$ cat config.mk
export PLATFORM = sky130hd
export DESIGN_NAME = cordic_sched
export DESIGN_NICKNAME = d
export VERILOG_FILES = /design/src/rtl/cordic_pkg.sv /design/src/rtl/cordic_rr_arb.sv /design/src/rtl/cordic_sched.sv
export SDC_FILE = /design/constraint.sdc
export NUM_CORES = 1
export LEC_CHECK = 0
export CORE_ASPECT_RATIO = 0.75
export CORE_MARGIN = 5
export CORE_UTILIZATION = 41
export CTS_CLUSTER_SIZE = 24
export DETAILED_ROUTE_END_ITERATION = 8
export PLACE_DENSITY_LB_ADDON = 0.2
export SLEW_MARGIN = 20
export SYNTH_ARGS = -nofsm -noshare
export SYNTH_HDL_FRONTEND = slang
export SYNTH_SLANG_ARGS = --single-unit
$ cat constraint.sdc
create_clock -name clk -period 4 [get_ports clk]
set_input_delay 0.8 -clock clk [delete_from_list [all_inputs] [get_ports clk]]
set_output_delay 0.8 -clock clk [all_outputs]
set_load 0.005 [all_outputs]
$ cat src/rtl/cordic_pkg.sv
// Shared constants and FSM state type for the CORDIC request scheduler.
package cordic_pkg;

    localparam int ANGLE_W = 16;
    localparam int FRAC_W  = 8;

    typedef enum logic [1:0] {
        ST_IDLE  = 2'd0,
        ST_START = 2'd1,
        ST_WAIT  = 2'd2,
        ST_RESP  = 2'd3
    } cordic_state_e;

endpackage

$ cat src/rtl/cordic_rr_arb.sv
// Combinational round-robin picker: scans upward from last_grant+1 (wrapping)
// and returns the first pending requester as one-hot plus its index.
module cordic_rr_arb
    import cordic_pkg::*;
#(
    parameter int N_REQ = 4,
    parameter int IDX_W = 2
) (
    input  logic [N_REQ-1:0] req_i,
    input  logic [IDX_W-1:0] last_grant_i,
    output logic [N_REQ-1:0] gnt_o,
    output logic [IDX_W-1:0] gnt_idx_o,
    output logic             any_o
);

    logic [IDX_W-1:0] cand;

    always_comb begin
        gnt_o     = '0;
        gnt_idx_o = '0;
        any_o     = 1'b0;
        cand      = '0;
        for (int k = 1; k <= N_REQ; k++) begin
            cand = IDX_W'((int'(last_grant_i) + k) % N_REQ);
            if (!any_o && req_i[cand]) begin
                gnt_o[cand] = 1'b1;
                gnt_idx_o   = cand;
                any_o       = 1'b1;
            end
        end
    end

endmodule

$ cat src/rtl/cordic_sched.sv
// Shares one CORDIC engine between N_REQ requesters (IDLE->START->WAIT->RESP).
// Define CORDIC_SCHED_TIMEOUT_EN to abort WAIT after TIMEOUT cycles with rsp_err=1.
module cordic_sched
    import cordic_pkg::*;
#(
    parameter int N_REQ   = 4,
    parameter int TIMEOUT = 64
) (
    input  logic                     clk,
    input  logic                     rst,
    input  logic [N_REQ-1:0]         req,
    input  logic [ANGLE_W*N_REQ-1:0] req_angle,
    input  logic [N_REQ-1:0]         req_radian_en,
    output logic [N_REQ-1:0]         gnt,
    output logic [N_REQ-1:0]         rsp_valid,
    output logic [ANGLE_W-1:0]       rsp_sin,
    output logic [ANGLE_W-1:0]       rsp_cos,
    output logic [ANGLE_W-1:0]       rsp_tan,
    output logic [ANGLE_W-1:0]       rsp_cot,
    output logic                     rsp_err,
    output logic                     busy,
    output logic                     cord_start,
    output logic [ANGLE_W-1:0]       cord_angle,
    output logic                     cord_radian_en,
    input  logic [ANGLE_W-1:0]       cord_sin,
    input  logic [ANGLE_W-1:0]       cord_cos,
    input  logic [ANGLE_W-1:0]       cord_tan,
    input  logic [ANGLE_W-1:0]       cord_cot,
    input  logic                     cord_done,
    output logic [1:0]               dbg_state_o
);

    localparam int IDX_W = $clog2(N_REQ);

    if (N_REQ < 2 || N_REQ > 8 || TIMEOUT < 1) begin : g_param_check
        $error("cordic_sched: N_REQ must be 2..8 and TIMEOUT >= 1");
    end

    cordic_state_e          state_q, state_d;
    logic [IDX_W-1:0]       last_q, last_d;
    logic [IDX_W-1:0]       owner_q, owner_d;
    logic [ANGLE_W-1:0]     angle_q, angle_d;
    logic                   rad_q, rad_d;
    logic                   armed_q, armed_d;
    logic [4*ANGLE_W-1:0]   res_q, res_d;

    logic [N_REQ-1:0]       win;
    logic [IDX_W-1:0]       win_idx;
    logic                   win_any;

    cordic_rr_arb #(
        .N_REQ (N_REQ),
        .IDX_W (IDX_W)
    ) u_arb (
        .req_i        (req),
        .last_grant_i (last_q),
        .gnt_o        (win),
        .gnt_idx_o    (win_idx),
        .any_o        (win_any)
    );

`ifdef CORDIC_SCHED_TIMEOUT_EN
    localparam int CNT_W = $clog2(TIMEOUT) + 1;
    logic [CNT_W-1:0] cnt_q, cnt_d;
    logic             err_q, err_d;
`endif

    always_comb begin
        state_d = state_q;
        last_d  = last_q;
        owner_d = owner_q;
        angle_d = angle_q;
        rad_d   = rad_q;
        armed_d = armed_q;
        res_d   = res_q;
`ifdef CORDIC_SCHED_TIMEOUT_EN
        cnt_d   = cnt_q;
        err_d   = err_q;
`endif
        case (state_q)
            ST_IDLE: begin
                if (win_any) begin
                    state_d = ST_START;
                    last_d  = win_idx;
                    owner_d = win_idx;
                    angle_d = req_angle[int'(win_idx)*ANGLE_W +: ANGLE_W];
                    rad_d   = req_radian_en[win_idx];
                end
            end
            ST_START: begin
                state_d = ST_WAIT;
                armed_d = 1'b0;
`ifdef CORDIC_SCHED_TIMEOUT_EN
                cnt_d   = '0;
`endif
            end
            ST_WAIT: begin
                // Only a low sample taken in WAIT arms completion, so a done
                // level left over from the previous job is never mistaken for ours.
                if (!cord_done) begin
                    armed_d = 1'b1;
                end
                if (armed_q && cord_done) begin
                    state_d = ST_RESP;
                    res_d   = {cord_sin, cord_cos, cord_tan, cord_cot};
`ifdef CORDIC_SCHED_TIMEOUT_EN
                    err_d   = 1'b0;
                end else if (cnt_q == CNT_W'(TIMEOUT - 1)) begin
                    state_d = ST_RESP;
                    res_d   = '0;
                    err_d   = 1'b1;
                end else begin
                    cnt_d   = cnt_q + 1'b1;
`endif
                end
            end
            ST_RESP: state_d = ST_IDLE;
            default: state_d = ST_IDLE;
        endcase
    end

    always_ff @(posedge clk or negedge rst) begin
        if (!rst) begin
            state_q <= ST_IDLE;
            last_q  <= IDX_W'(N_REQ - 1);
            owner_q <= '0;
            angle_q <= '0;
            rad_q   <= 1'b0;
            armed_q <= 1'b0;
            res_q   <= '0;
        end else begin
            state_q <= state_d;
            last_q  <= last_d;
            owner_q <= owner_d;
            angle_q <= angle_d;
            rad_q   <= rad_d;
            armed_q <= armed_d;
            res_q   <= res_d;
        end
    end

`ifdef CORDIC_SCHED_TIMEOUT_EN
    always_ff @(posedge clk or negedge rst) begin
        if (!rst) begin
            cnt_q <= '0;
            err_q <= 1'b0;
        end else begin
            cnt_q <= cnt_d;
            err_q <= err_d;
        end
    end

    assign rsp_err = (state_q == ST_RESP) && err_q;
`else
    assign rsp_err = 1'b0;
`endif

    // gnt is gated by rst so a request held through reset shows nothing.
    assign gnt            = (state_q == ST_IDLE && rst) ? win : '0;
    assign rsp_valid      = (state_q == ST_RESP) ? (N_REQ'(1) << owner_q) : '0;
    assign busy           = (state_q != ST_IDLE);
    assign cord_start     = (state_q == ST_START);
    assign cord_angle     = angle_q;
    assign cord_radian_en = rad_q;
    assign {rsp_sin, rsp_cos, rsp_tan, rsp_cot} = res_q;
    assign dbg_state_o    = state_q;

endmodule

### Word level (Yosys, flattened, before mapping)

Cells that the tools add are included.

| operators by class | value |
|---|---|
| muxes and demuxes | 37 |
| shifts and indexed selects | 2 |
| $lt $le $gt $ge | 9 |
| add/sub/neg operators | 4 |
| bitwise logic cells | 3 |
| reduce and logical (&&, ||, !) cells | 19 |
| eq/ne operators | 6 |

Operators by type and width:

| cell | count |
|---|---|
| 64-bit by 7-bit variable part select with 16-bit output | 1 |
| 4-bit two-way mux | 6 |
| 2-bit by 3-bit < comparator with 1-bit output (second input constant) | 5 |
| 1-bit two-way mux | 14 |
| 2-bit two-way mux | 6 |
| 4-bit bitwise OR | 3 |
| 1-bit binary-select mux with 2-bit select | 5 |
| 1-bit logical AND | 9 |
| 1-bit demux with 2-bit select | 4 |
| 2-bit by 1-bit >= comparator with 1-bit output (second input constant) | 4 |
| 2-bit case mux with 4 select lines | 1 |
| 2-bit AND reduction | 4 |
| 2-bit by 1-bit adder with 2-bit output (second input constant) | 2 |
| 2-bit adder (second input constant) | 2 |
| 2-bit == test (second input constant) | 2 |
| 2-bit != test (second input constant) | 2 |
| 2-bit nonzero test | 2 |
| 1-bit by 2-bit << shifter with 4-bit output (first input constant) | 1 |
| 1-bit logical NOT | 3 |
| 2-bit by 1-bit == test with 1-bit output (second input constant) | 1 |
| 2-bit logical NOT | 1 |
| 2-bit by 1-bit != test with 1-bit output (second input constant) | 1 |
| 1-bit case mux with 2 select lines | 1 |

| word-level totals | value |
|---|---|
| flip-flop bits (word level) | 88 |
| input port bits | 139 |
| word-level logic and storage cells | 87 |
| output and inout bits | 94 |

### Logic depth before layout (Yosys ltp)

| depth | value |
|---|---|
| depth after elaboration | 15 |
| depth in mapped cells | 13 |
| mapped depth without buffers | 8 |

### By module

Synthesis repeated with hierarchy kept, for this count alone.

| second synthesis, totals | value |
|---|---|
| cells, all modules | 363 |
| area, all modules | 4585.6 µm² |

Modules (own cells, without submodules):

| module | times used | area each (µm²) | seq. area each (µm²) | cells an instance |
|---|---|---|---|---|
| cordic_sched | 1 | 3956.3 | 2204.6 | 277 |
| cordic_rr_arb | 1 | 629.4 | 0.0 | 86 |

### Worst setup path after synthesis

No wires, ideal clock.

| timing | value |
|---|---|
| path kind | register -> output |
| from | register last_q[0] |
| to | output port gnt[0] |
| data required time | 3200 ps |
| buffers on the path | 2 |
| arrival time | 2390 ps |
| setup slack | 810 ps |
| cell stages (with the launch flop) | 11 |
| cell sequence | dfstp_2 > buf_6 > inv_1 > ha_1 > buf_6 > mux4_2 > nor2b_4 > a22oi_1 > nor2_1 > a221oi_1 > nor2_1 |

| between the ends | value |
|---|---|
| longest elaborated chain between the ends | 14 |
| elaborated cells between the ends (all ways) | 49 |
| those cells by class | add/sub (4); order compare (8); mux (24); bitwise (3); reduce/logical (10) |

RTL lines:

| what | RTL line | RTL |
|---|---|---|
| from (decl) | cordic_sched.sv:40 | `logic [IDX_W-1:0] last_q, last_d;` |
| from (signal assigned) | cordic_sched.sv:125 | `last_q <= IDX_W'(N_REQ - 1);` |
| from (signal assigned) | cordic_sched.sv:133 | `last_q <= last_d;` |
| branches (longest 12 deep; another with 2-bit by 3-bit < comparator with 1-bit output) | n/a |  |
| 4-bit two-way mux (*) | cordic_rr_arb.sv:25 | `if (!any_o && req_i[cand]) begin` |
| 4-bit two-way mux (*) | cordic_sched.sv:159 | `assign gnt = (state_q == ST_IDLE && rst) ? win : '0;` |
| to (decl) | cordic_sched.sv:14 | `output logic [N_REQ-1:0] gnt,` |

Every way passes the cells marked *. The select of a mux whose other input is x is not followed.

### Worst setup path after layout

| timing | value |
|---|---|
| from | input port req[0] |
| to | output port gnt[2] |

| between the ends | value |
|---|---|
| longest elaborated chain between the ends | 13 |
| elaborated cells between the ends (all ways) | 25 |
| those cells by class | mux (16); bitwise (3); reduce/logical (6) |

RTL lines:

| what | RTL line | RTL |
|---|---|---|
| from (decl) | cordic_sched.sv:11 | `input logic [N_REQ-1:0] req,` |
| 1-bit binary-select mux with 2-bit select | cordic_rr_arb.sv:25 |  |
| 1-bit two-way mux (not written as such) | cordic_rr_arb.sv:25 |  |
| 1-bit two-way mux | cordic_rr_arb.sv:25 |  |
| 1-bit logical NOT | cordic_rr_arb.sv:25 |  |
| 1-bit logical AND | cordic_rr_arb.sv:25 |  |
| 1-bit two-way mux | cordic_rr_arb.sv:25 |  |
| 1-bit logical NOT | cordic_rr_arb.sv:25 |  |
| 1-bit logical AND | cordic_rr_arb.sv:25 |  |
| 1-bit two-way mux | cordic_rr_arb.sv:25 |  |
| 1-bit logical NOT | cordic_rr_arb.sv:25 |  |
| 1-bit logical AND | cordic_rr_arb.sv:25 |  |
| 4-bit two-way mux (*) | cordic_rr_arb.sv:25 |  |
| 4-bit two-way mux (*) | cordic_sched.sv:159 |  |

Mark *: on every way between the ends. The rest lies on a longest branch, timed or not. The select of a mux whose other input is x is not followed.

==> impl_metrics.tcl <==
set metrics [dict create \
    outcome "complete, no violations" \
    worst-slew-pin-transition_ns 0.804 \
    arrival_ns 3.08 \
    setup_ws_ns 0.121 \
    start_util_pct 41.3 \
    ys.flop_type "dfrtp_1" \
    cp_max_fo 9 \
    grt_max_degree 65 \
    yosys_warnings 0 \
    intPower_uw 3860 \
    ant_nets 0 \
    cts_made_buffers 9 \
    max_slew_margin_pct 46.4 \
    track_usage_pct 20.9 \
    place_area_sq_um 7170 \
    syn_area_sq_um 4750 \
    crit_path_top_delay_cell "mux4_2" \
    start_kind "input pin" \
    antenna_found_initial 0 \
    max_stage_delay_ns 0.64 \
    portBuffers 231 \
    synth.avg_cell_area_sq_um 11.5 \
    pwr-share-seq_pct 25.7 \
    grt_pass1_wl_um 22900 \
    grt_pass1_vias 4252 \
    seq_area_sq_um 2210 \
    required_ns 3.20 \
    rsz0062_at_grt "no" \
    h-tree-depth 3 \
    insertion_delay_ns 0.33 \
    multi_input_area_sq_um 2230 \
    cts_tree "done" \
    comb_power_share_pct 58.9 \
    finalSetupTns_ns 0 \
    diodes 0 \
    wl_per_cell_um 18.7 \
    synth_edf_count 0 \
    coreArea_sq_um 11500 \
    maxCapViolations 0 \
    min_period_ns 3.88 \
    io_pins 233 \
    grt.overflow.total 0 \
    swShare_pct 37.8 \
    place_ws_ns 0.136 \
    finalSetupViolCount 0 \
    wirelength_um 14700 \
    dr.first_iter.drc_count 171 \
    fin_area_sq_um 7530 \
    via_per_inst 5.22 \
    cts_buffer_depth 2 \
    layout.nets 790 \
    area_growth_pct 58.7 \
    hold_violations 0 \
    netlist_instances 413 \
    p_total_uw 6210 \
    p_switching_uw 2350 \
    synth.lib_cells_used.distinct 48 \
    fillers 902 \
    path_cells "clkdlybuf4s50_1 > mux4_2 > nor2b_4 > a22oi_1 > nor2_1 > a221oi_1 > nor2_1 > clkdlybuf4s50_1" \
    path_clk_slew_ns 0.06 \
    cellPowerDensity_nw_per_um2 824 \
    vdd_drop_max_mv 0.420 \
    gp_congestion 1.01 \
    dp_hpwl_um 11400 \
    ys_ff_latch 88 \
    dieArea_sq_um 13900 \
    vias 4103 \
    die_height_um 103 \
    final_cell_mix "clkdlybuf4s50_1, dfrtp_1, mux2_2" \
    cts_sinks 88 \
    cts_root_buffer "clkbuf_16" \
    hp-class "reg2reg" \
    drc 0 \
    holdBufCountCts 0 \
    fin_skew_ns 0.00565 \
    crit_type "in2out" \
    crit_path_end_kind "primary output" \
    slew_violations 0 \
    synth_fp_nets 565 \
    final_common_cell "clkdlybuf4s50_1" \
    p_leak_uw 0.00317 \
    clockPowerShare_pct 15.4 \
    synth-async-reset-ratio_pct 100 \
    layout-drive-gt1-share_pct 20.2 \
    period_share_pct 97.0 \
    seq_area_frac_synth_pct 46.4 \
    die_w_um 134 \
    firstDrtPassIters 4 \
    num_rows 34 \
    clock.fmax_ghz 0.258 \
]
## per-layer routing
metal	vias up	global-route usage, %	share of wire [%]
met5	-	0	0
met4	0	5.71	1.5
met3	18	7.64	9.5
met2	171	36.5	49
met1	1972	24.8	40
li1	1942	-	-
## final cells by class
cell class                      instances  area share (%)
Clock buffer                            9            2.99
Clock inverter                          6            1.53
Inverter                               42            2.09
Multi-Input combinational cell        252            29.6
Sequential cell                        88            29.3
Tap cell                              144            2.39
Timing Repair Buffer                  245            32.1
## power groups by stage
stage / sequential [uW] / clock, uW / combinational, uW
CTS: 1600 / 979 / 3670
floorplan: 1630 / 0 / 2150
finish: 1590 / 956 / 3660
global placement: 1610 / 0 / 3530
global route: 1660 / 1020 / 3990
detailed placement: 1640 / 0 / 3630
## state kept, by name, indices dropped and copies added, names as in the netlist
| name | count |
|---|---|
| cord_radian_en | 1 |
| res_q | 64 |
| cord_angle | 16 |
| armed_q | 1 |
| owner_q | 2 |
| last_q | 2 |
| dbg_state_o | 2 |
## worst max-delay path: cells and delay by family
family | cells | cell delay (ns)
buffers and inverters | 2 | 1.02
muxes | 1 | 0.64
and+or+nand+nor | 3 | 0.45
AOI/OAI and AO/OA | 2 | 0.16
## synth_stat cells, types with 2 or more instances
cell type / instances / share of area [%]
dfrtp_1: 86 / 45
a21oi_1: 8 / 0.84
buf_4: 3 / 0.47
o31ai_2: 8 / 2.1
ha_1: 13 / 3.4
clkbuf_1: 16 / 1.3
nand3_1: 3 / 0.32
a22oi_1: 4 / 0.63
buf_6: 4 / 0.95
mux2_2: 64 / 15
and2_1: 3 / 0.40
o21a_1: 2 / 0.32
and3_1: 3 / 0.40
a211oi_1: 58 / 9.2
o21ai_0: 3 / 0.32
a211oi_2: 8 / 2.1
o31ai_1: 8 / 1.3
inv_1: 42 / 3.3
buf_2: 7 / 0.74
dfstp_2: 2 / 1.1
nor2_1: 15 / 1.2
nand2_1: 21 / 1.7
mux4_2: 4 / 1.9
a221oi_1: 4 / 0.74
## repair_timing
| action | CTS | global route |
|---|---|---|
| setup buffers | 1 | 0 |
| setup endpoints to repair | 4 | 3 |
| cloned | 0 | 0 |
| endpoints found under the hold margin | 0 | 0 |
| gates resized for setup | 1 | 2 |
## final timing paths
kind,from,end,slack (ns),cells past startpoint
worst max-delay path,req[0],gnt[2],0.12,8
worst min-delay path,cord_angle[2],cord_angle[2],0.48,2
worst max register to register,last_q[0],cord_angle[9],0.82,11
worst min register to register,cord_angle[2],cord_angle[2],0.48,2
max in group asynchronous,rst,res_q[28],2.39,3
min in group asynchronous,rst,cord_angle[3],0.57,2
## through the flow
step	std cells	hold WS [ns]	util [%]
3_3_place_gp	770	0.463	62.5
6_report	786	0.483	65.6
4_1_cts	786	0.486	65.5
5_1_grt	786	0.500	65.6
2_1_floorplan	413	0.473	-
3_5_place_dp	770	0.471	62.5
## kinds of logic (layout without fill, tap and decap cells)
group                    after synthesis  count (layout)  synth area share, %
AND/OR/NAND/NOR                       58              58                 6.19
buffers and inverters                 73             302                 7.17
AO/OA/AOI/OAI                        111             111                 19.4
flip-flops                            88              88                 46.4
multiplexers                          69              69                 17.3
other                                  1               1               0.0790
adder cells (fa/ha/maj)               13              13                 3.43
No activity file was read; power rests on OpenSTA's default activity.
